`src/rtl/computer_pkg.sv`:
```
// Shared definitions for the program loader: core select codes, FSM encoding
// and RAM sizing.
package computer_pkg;

  localparam logic [3:0] SEL_PC  = 4'h0;
  localparam logic [3:0] SEL_MAR = 4'h1;
  localparam logic [3:0] SEL_RAM = 4'h2;

  localparam int CORE_ADDR_W = 4;
  localparam int MAX_LEN     = 2**CORE_ADDR_W;

  // state       | meaning
  // S_IDLE      | no session; core_HLT keeps its last value
  // S_HALT      | hold core in reset/halt, select PC
  // S_WAIT_BYTE | host_ready high, waiting for the next program byte
  // S_SET_ADDR  | load MAR with the write address
  // S_WRITE     | write latched byte into core RAM
  // S_VADDR     | load MAR with the read-back address
  // S_VREAD     | drive RAM onto the bus and compare on the hold cycle
  // S_RELEASE   | final reset pulse, then release core if no error
  typedef enum logic [2:0] {
    S_IDLE, S_HALT, S_WAIT_BYTE, S_SET_ADDR,
    S_WRITE, S_VADDR, S_VREAD, S_RELEASE
  } state_t;

  // Every state except IDLE and WAIT_BYTE runs exactly one strobe phase.
  function automatic logic is_strobe_state(input state_t s);
    return !((s == S_IDLE) || (s == S_WAIT_BYTE));
  endfunction

endpackage

```
`src/rtl/strobe_phase.sv`:
```
// Setup / go / hold timer for one core strobe. start_phase is held high for
// the whole strobe state; a fresh phase restarts automatically after each hold
// cycle so back-to-back strobe states need no idle gap.
module strobe_phase #(
  parameter int GO_CYCLES = 2
) (
  input  logic CLK,
  input  logic RESET,
  input  logic start_phase,
  output logic go,
  output logic phase_done
);

  localparam logic [3:0] LOAD = 4'(GO_CYCLES + 1);

  logic [3:0] cnt;

  // Down-counter: LOAD = setup, GO_CYCLES..1 = go high, 0 = hold.
  always_ff @(posedge CLK or negedge RESET) begin
    if (!RESET) begin
      cnt <= LOAD;
    end else if (!start_phase || (cnt == 4'd0)) begin
      cnt <= LOAD;
    end else begin
      cnt <= cnt - 4'd1;
    end
  end

  // go is decoded from the counter so an async reset drops it immediately.
  always_comb begin
    go         = start_phase && (cnt != 4'd0) && (cnt != LOAD);
    phase_done = start_phase && (cnt == 4'd0);
  end

endmodule

```
`src/rtl/program_loader.sv`:
```
// Host-side programmer: streams bytes into the 8-bit core's RAM through its
// programming port, optionally reads them back, then releases the core.
module program_loader
  import computer_pkg::*;
#(
  parameter int DATA_W    = 8,
  parameter int ADDR_W    = 4,
  parameter int GO_CYCLES = 2
) (
  input  logic              CLK,
  input  logic              RESET,
  input  logic              start,
  input  logic              verify,
  input  logic [ADDR_W:0]   length,
  input  logic [DATA_W-1:0] host_data,
  input  logic              host_valid,
  output logic              host_ready,
  output logic [3:0]        core_sel,
  output logic [DATA_W-1:0] core_in,
  output logic              core_go,
  output logic              core_en,
  output logic              core_OE,
  output logic              core_WE,
  output logic              core_load,
  output logic              core_HLT,
  output logic              core_RESET,
  input  logic [DATA_W-1:0] core_bus,
  output logic              busy,
  output logic              done,
  output logic              error,
  output logic [ADDR_W-1:0] err_addr
);

  localparam int DEPTH = 2**ADDR_W;

  state_t              state, state_nxt;
  logic [ADDR_W:0]     addr;
  logic [ADDR_W:0]     len_q;
  logic                verify_q;
  logic [DATA_W-1:0]   byte_q;
  logic                error_q;
  logic [ADDR_W-1:0]   err_addr_q;
  logic                hlt_q;
  logic                done_q;
  logic [DATA_W-1:0]   shadow [DEPTH];
  logic                phase_done;
  logic                len_bad;
  logic                last_addr;

  assign len_bad   = (length == '0) || (length > (ADDR_W+1)'(DEPTH));
  assign last_addr = (addr == (len_q - 1'b1));

  strobe_phase #(.GO_CYCLES(GO_CYCLES)) u_phase (
    .CLK        (CLK),
    .RESET      (RESET),
    .start_phase(is_strobe_state(state)),
    .go         (core_go),
    .phase_done (phase_done)
  );

  // FSM state register.
  always_ff @(posedge CLK or negedge RESET) begin
    if (!RESET) state <= S_IDLE;
    else        state <= state_nxt;
  end

  // Next state and per-state core controls; controls are constant for the
  // whole state, so they only move at setup or after hold.
  always_comb begin
    state_nxt  = state;
    host_ready = 1'b0;
    core_sel   = SEL_PC;
    core_in    = '0;
    core_load  = 1'b0;
    core_WE    = 1'b0;
    core_OE    = 1'b0;
    core_RESET = 1'b0;
    case (state)
      S_IDLE: if (start && !len_bad) state_nxt = S_HALT;
      S_HALT: begin
        core_RESET = 1'b1;
        if (phase_done) state_nxt = S_WAIT_BYTE;
      end
      S_WAIT_BYTE: begin
        host_ready = 1'b1;
        if (host_valid) state_nxt = S_SET_ADDR;
      end
      S_SET_ADDR, S_VADDR: begin
        core_sel  = SEL_MAR;
        core_in   = DATA_W'(addr[ADDR_W-1:0]);
        core_load = 1'b1;
        if (phase_done) state_nxt = (state == S_SET_ADDR) ? S_WRITE : S_VREAD;
      end
      S_WRITE: begin
        core_sel = SEL_RAM;
        core_in  = byte_q;
        core_WE  = 1'b1;
        if (phase_done) begin
          if (last_addr) state_nxt = verify_q ? S_VADDR : S_RELEASE;
          else           state_nxt = S_WAIT_BYTE;
        end
      end
      S_VREAD: begin
        core_sel = SEL_RAM;
        core_OE  = 1'b1;
        if (phase_done) state_nxt = last_addr ? S_RELEASE : S_VADDR;
      end
      S_RELEASE: begin
        core_RESET = 1'b1;
        if (phase_done) state_nxt = S_IDLE;
      end
      default: state_nxt = S_IDLE;
    endcase
  end

  // Session datapath: latched request, address counter, error and release.
  always_ff @(posedge CLK or negedge RESET) begin
    if (!RESET) begin
      addr       <= '0;
      len_q      <= '0;
      verify_q   <= 1'b0;
      byte_q     <= '0;
      error_q    <= 1'b0;
      err_addr_q <= '0;
      hlt_q      <= 1'b1;
      done_q     <= 1'b0;
    end else begin
      done_q <= 1'b0;
      case (state)
        S_IDLE: begin
          if (start) begin
            if (len_bad) begin
              error_q    <= 1'b1;
              err_addr_q <= '0;
            end else begin
              error_q  <= 1'b0;
              len_q    <= length;
              verify_q <= verify;
              addr     <= '0;
              hlt_q    <= 1'b1;
            end
          end
        end
        S_WAIT_BYTE: if (host_valid) byte_q <= host_data;
        S_WRITE: begin
          if (phase_done) begin
            if (last_addr) addr <= '0;
            else           addr <= addr + 1'b1;
          end
        end
        S_VREAD: begin
          if (phase_done) begin
            if ((core_bus != shadow[addr[ADDR_W-1:0]]) && !error_q) begin
              error_q    <= 1'b1;
              err_addr_q <= addr[ADDR_W-1:0];
            end
            if (!last_addr) addr <= addr + 1'b1;
          end
        end
        S_RELEASE: begin
          if (phase_done) begin
            hlt_q  <= error_q;
            done_q <= !error_q;
          end
        end
        default: ;
      endcase
    end
  end

  // Shadow copy of every written byte for the read-back compare.
  always_ff @(posedge CLK) begin
    if ((state == S_WRITE) && phase_done) shadow[addr[ADDR_W-1:0]] <= byte_q;
  end

  assign core_en  = 1'b0;
  assign core_HLT = hlt_q;
  assign busy     = (state != S_IDLE);
  assign done     = done_q;
  assign error    = error_q;
  assign err_addr = err_addr_q;

endmodule

```
`config.mk`:
```
export PLATFORM = sky130hd
export DESIGN_NAME = program_loader
export DESIGN_NICKNAME = d
export VERILOG_FILES = /design/src/rtl/computer_pkg.sv /design/src/rtl/strobe_phase.sv /design/src/rtl/program_loader.sv
export SDC_FILE = /design/constraint.sdc
export NUM_CORES = 1
export LEC_CHECK = 0
export CAP_MARGIN = 20
export CORE_MARGIN = 2
export CORE_UTILIZATION = 35
export CTS_BUF_LIST = sky130_fd_sc_hd__clkbuf_8
export DETAILED_ROUTE_END_ITERATION = 16
export GPL_ROUTABILITY_DRIVEN = 1
export SYNTH_ARGS = -nofsm -noshare
export SYNTH_HDL_FRONTEND = slang
export SYNTH_HIERARCHICAL = 1
export SYNTH_SLANG_ARGS = --single-unit
export TNS_END_PERCENT = 50
```
`constraint.sdc`:
```
create_clock -name CLK -period 7.7 [get_ports CLK]
set_input_delay 1.54 -clock CLK [delete_from_list [all_inputs] [get_ports CLK]]
set_output_delay 1.54 -clock CLK [all_outputs]
set_load 0.05 [all_outputs]
```
## After elaboration in Yosys (flattened, before gate mapping)

Memories as Yosys holds them, arrays and structs flattened.
Index checks and enable logic that the tools add are counted.

- Bits in registers: 33
- RAM bits: 128
- Input bits: 26
- Output and inout bits: 27
- Word-level logic and storage cells: 113
- Memories kept: 1

- Add/subtract/negate cells: 3
- Magnitude comparators: 1
- Eq/ne operators: 22
- Multiplexer cells: 45
- Bitwise logic cells: 1
- Reductions and logical operators: 30

Memories:

| memory | depth | width | rd ports | clocked after Yosys merged registers in | wr ports | RTL line | text |
|---|---|---|---|---|---|---|---|
| shadow | 16 | 8 | 1 | 0 | 1 | program_loader.sv:45 | `logic [DATA_W-1:0] shadow [DEPTH];` |

Operators by type and width:

| operator | count |
|---|---|
| 2-to-1 mux 5 bit | 6 |
| 2-to-1 mux 3 bit | 8 |
| inequality test 2 bit, second input constant | 11 |
| case mux 3 bit (7 select lines) | 1 |
| 2-to-1 mux 4 bit | 5 |
| 2-to-1 mux 1 bit | 16 |
| case mux 8 bit (2 select lines) | 1 |
| case mux 5 bit (3 select lines) | 1 |
| equality test 3 bit, second input constant | 4 |
| inequality test 8 bit | 1 |
| case mux 4 bit (2 select lines) | 1 |
| AND reduction 4 bit | 2 |
| AND reduction 7 bit | 1 |
| equality test 3 x 2 -> 1 bit, second input constant | 2 |
| logical AND 1 bit | 6 |
| 2-to-1 mux 2 bit | 3 |
| AND reduction 6 bit | 1 |
| nonzero test 3 bit | 2 |
| OR reduction 2 bit | 3 |
| adder 5 x 1 -> 5 bit, second input constant | 1 |
| equality test 5 bit | 1 |
| > comparator 5 bit, second input constant | 1 |
| zero test 5 bit | 1 |
| AND reduction 5 bit | 1 |
| 16 further kinds | 22 |

## Longest topological paths before layout

- Depth in word-level cells: 7
- Depth in mapped cells: 10
- Depth with buffers taken out: 9

## By module

The synthesis kept the hierarchy.

Modules (own cells, without submodules):

| module | instances | cells an instance | area an instance (um2) | seq. area each (um2) |
|---|---|---|---|---|
| program_loader | 1 | 407 | 6,799.0 | 4,570.6 |
| strobe_phase | 1 | 21 | 220.2 | 102.6 |

## Worst setup path after synthesis

No wires, ideal clock.

- Path kind: register to output
- Start: register state[1]
- End: output core_in[0]
- Data arrival time: 2,066 ps
- Data required time: 6,160 ps
- Path slack: 4,094 ps
- Stages on the path, launching flop included: 5
- Path buffers: 2
- Path through: dfrtp_1 clkbuf_1 nor3_1 clkbuf_1 a22o_1

- Cells in the longest elaborated chain, start to end: 3

RTL lines:

| element | RTL line | text |
|---|---|---|
| start: declaration | program_loader.sv:36 | `state_t state, state_nxt;` |
| start signal: assignment | program_loader.sv:64 | `else state <= state_nxt;` |
| equality test 3 x 2 -> 1 bit / equality test 3 bit (equally long branches) | program_loader.sv:78 | `case (state)` |
| OR reduction 2 bit | program_loader.sv:78 |  |
| case mux 8 bit (2 select lines) (*) | program_loader.sv:78 |  |
| end: declaration | program_loader.sv:19 | `output logic [DATA_W-1:0] core_in,` |

Mark *: on every way between the ends. The rest lies on a longest branch, timed or not.

## Worst setup path after layout

- Start: register state[2]
- End: output core_in[3]

The elaborated chain is that of the path after synthesis.

==> impl_metrics.json <==
{
  "grt_max_degree": 44,
  "syn_to_final_growth_pct": 16.2,
  "pre_cts_ws_ns": 3.91,
  "drtAntennaViolNets": 0,
  "synthCells": 428,
  "start_util_pct": 35.8,
  "nets": 512,
  "worstPathRequired_ns": 6.16,
  "max_freq_mhz": 232,
  "fin_skew_ns": 0.0149,
  "min_period_over_period_pct": 55.9,
  "stdcell_count": 757,
  "whs_ns": 0.504,
  "final.setup.tns_ns": 0,
  "ys.flop_type": "edfxtp_1",
  "register_area_mm2": 0.00468,
  "cts_sinks": 161,
  "io_buffers": 49,
  "hold_viol": 0,
  "power_density_mw_per_mm2": 323,
  "cp_max_fo": 13,
  "crit_type": "register to primary output",
  "viasPerCell": 5.05,
  "yosysWarnings": 6,
  "yosys.cell_types.count": 54,
  "status": "completed",
  "setup_viol": 0,
  "antenna_found_initial": 0,
  "netlist_area_mm2": 0.00702,
  "cts_hold_buf": 0,
  "finish.instance_area_mm2": 0.00816,
  "synth_enable_flop_cells": 128,
  "placed_cells": 725,
  "worst_slew_pin_slew_ns": 0.995,
  "post-cts-setup-buffers": 0,
  "synth-seq-cells": 161,
  "coreArea_mm2": 0.0196,
  "worstPathArrival_ns": 2.77,
  "worst_skew_pair.late_latency_ns": 0.45,
  "tritoncts": "built",
  "ctsLongestPathBuffers": 2,
  "reg2reg_depth": 6,
  "cts_root_buf": "clkbuf_8",
  "fillers": 1779,
  "overflow": 0,
  "drt_pass1_iterations": 4,
  "mostFrequentLayoutCells": "edfxtp_1, clkdlybuf4s50_1, dfrtp_1, mux4_2, nor2_1",
  "gp_congestion": 0.790,
  "cellLeakagePower_uw": 0.00274,
  "hold_path_depth": 1,
  "cp-end-kind": "primary output",
  "drc": 0,
  "fin_crit_ns": 4.31,
  "row_count": 51,
  "die_area_mm2": 0.0212,
  "die_x_um": 146,
  "dieHeight_um": 146,
  "num_vias": 3825,
  "setup.worst_path.start_class": "register",
  "seq_area_frac_synth_pct": 66.6,
  "fin_ws_ns": 3.39,
  "first_iter_violations": 267,
  "avgSynthCellArea_um2": 16.4,
  "drive_above_1_share_pct": 19.1,
  "cts-buffers-inserted": 17,
  "hold_class": "register to register",
  "placed_area_mm2": 0.00776,
  "clk_pin_slew_ns": 0.10,
  "diodes": 0,
  "multiInputGateArea_mm2": 0.00218,
  "maxCapViolCount": 0,
  "htree_num_levels": 4,
  "rsz0062_at_grt": "false",
  "drv_slew": 0,
  "cts_resized": 0,
  "track_usage_pct": 15.4,
  "async_reset_ff_share_pct": 20.5,
  "max_slew_margin_pct": 33.4,
  "grt_pass1_wl_um": 24500,
  "wl_per_cell_um": 20.7,
  "grt_pass1_vias": 4134,
  "wl_um": 15700,
  "dp_hpwl_um": 10300,
  "ios": 53,
  "vdd_drop_max_mv": 0.190,
  "mostFrequentLayoutCell": "edfxtp_1"
}
-- routing by layer --
| metal | vias to the layer above | GRT usage [%] | routed length [µm] |
|---|---|---|---|
| li1 | 1740 | - | - |
| met1 | 1963 | 20.4 | 6860 |
| met2 | 113 | 25.6 | 7870 |
| met3 | 9 | 4.36 | 844 |
| met4 | 0 | 3.14 | 99 |
| met5 | - | 0 | 0 |
-- cell usage after synthesis, types with 2 or more instances --
master    count  area share (%)
a21oi_1      11            0.78
a22o_1        4            0.50
a311oi_1      2            0.25
and2_1        7            0.62
and3_1        4            0.36
buf_1         2            0.11
buf_2         6            0.43
buf_4         5            0.53
buf_6         3            0.48
clkbuf_1      8            0.43
dfrtp_1      30              11
dfstp_2       3             1.1
edfxtp_1    128              55
ha_1          7             1.2
inv_1        13            0.70
mux2_2       14             2.2
mux2i_1      23             3.3
mux4_1        4             1.5
mux4_2       27             8.7
nand2_1      14            0.75
nand2b_1      4            0.36
nand3_1      14             1.0
nand3b_1      4            0.43
nand4_1       2            0.18
nor2_1       25             1.3
nor3_1        7            0.50
o21a_1        2            0.21
o21ai_0       7            0.50
o31ai_1       5            0.53
or3b_1        2            0.25
xnor2_1       7            0.87
xor2_1       12             1.5
-- cells by family after synthesis --
logic type	Yosys count	share of synthesized area, %
flip-flops	161	66.6
other	1	0.0534
adder cells (fa/ha/maj)	7	1.25
AND/OR/NAND/NOR	88	6.27
multiplexers	70	16.2
AO/OA/AOI/OAI	44	4.53
XOR/XNOR	19	2.37
buffers and inverters	38	2.73
-- area by class of cell --
type	instances	area share (%)
well taps	265	4.06
clock buffers	17	2.87
multi-input cells	231	26.7
flip-flops and latches	161	57.3
inverters	14	0.644
clock inverters	15	2.02
repair buffers	54	6.41
-- per-stage QoR --
| step | total power [µW] | util (%) |
|---|---|---|
| after floorplan | 1770 | - |
| after global placement | 2000 | 39.6 |
| after detailed placement | 2030 | 39.6 |
| after CTS | 2660 | 41.6 |
| after global routing | 2770 | 41.6 |
| final | 2630 | 41.6 |
-- worst max-delay path: stages, from the launching register on --
cell and delay, ns:
dfrtp_1 0.56, inv_1 0.18, nor3_1 0.29, buf_4 0.26, a22o_1 0.20, clkdlybuf4s50_1 0.82
-- where the power goes --
part / leakage [µW] / switching (µW) / internal, µW
Sequential: 0.00157 / 185 / 1110
Combinational: 0.000972 / 422 / 287
Clock: 0.000203 / 353 / 273
Total: 0.00274 / 961 / 1670
-- final timing paths --
kind                                 from        endpoint  slack, ns
setup / recovery                 state[2]      core_in[3]       3.39
hold / removal             u_phase/cnt[0]  u_phase/cnt[0]       0.50
setup reg to reg                 state[2]    shadow[6][3]       4.37
hold reg to reg            u_phase/cnt[0]  u_phase/cnt[0]       0.50
max in group asynchronous           RESET         addr[1]       5.86
min in group asynchronous           RESET       byte_q[3]       1.20
-- state kept, by name, summed over array words and instances, names as in the netlist --
register / cells
err_addr: 4
u_phase/cnt: 4
len_q: 5
core_HLT: 1
error: 1
byte_q: 8
state: 3
shadow: 128
done: 1
addr: 5
verify_q: 1
Power figures use the tool's default switching activity.
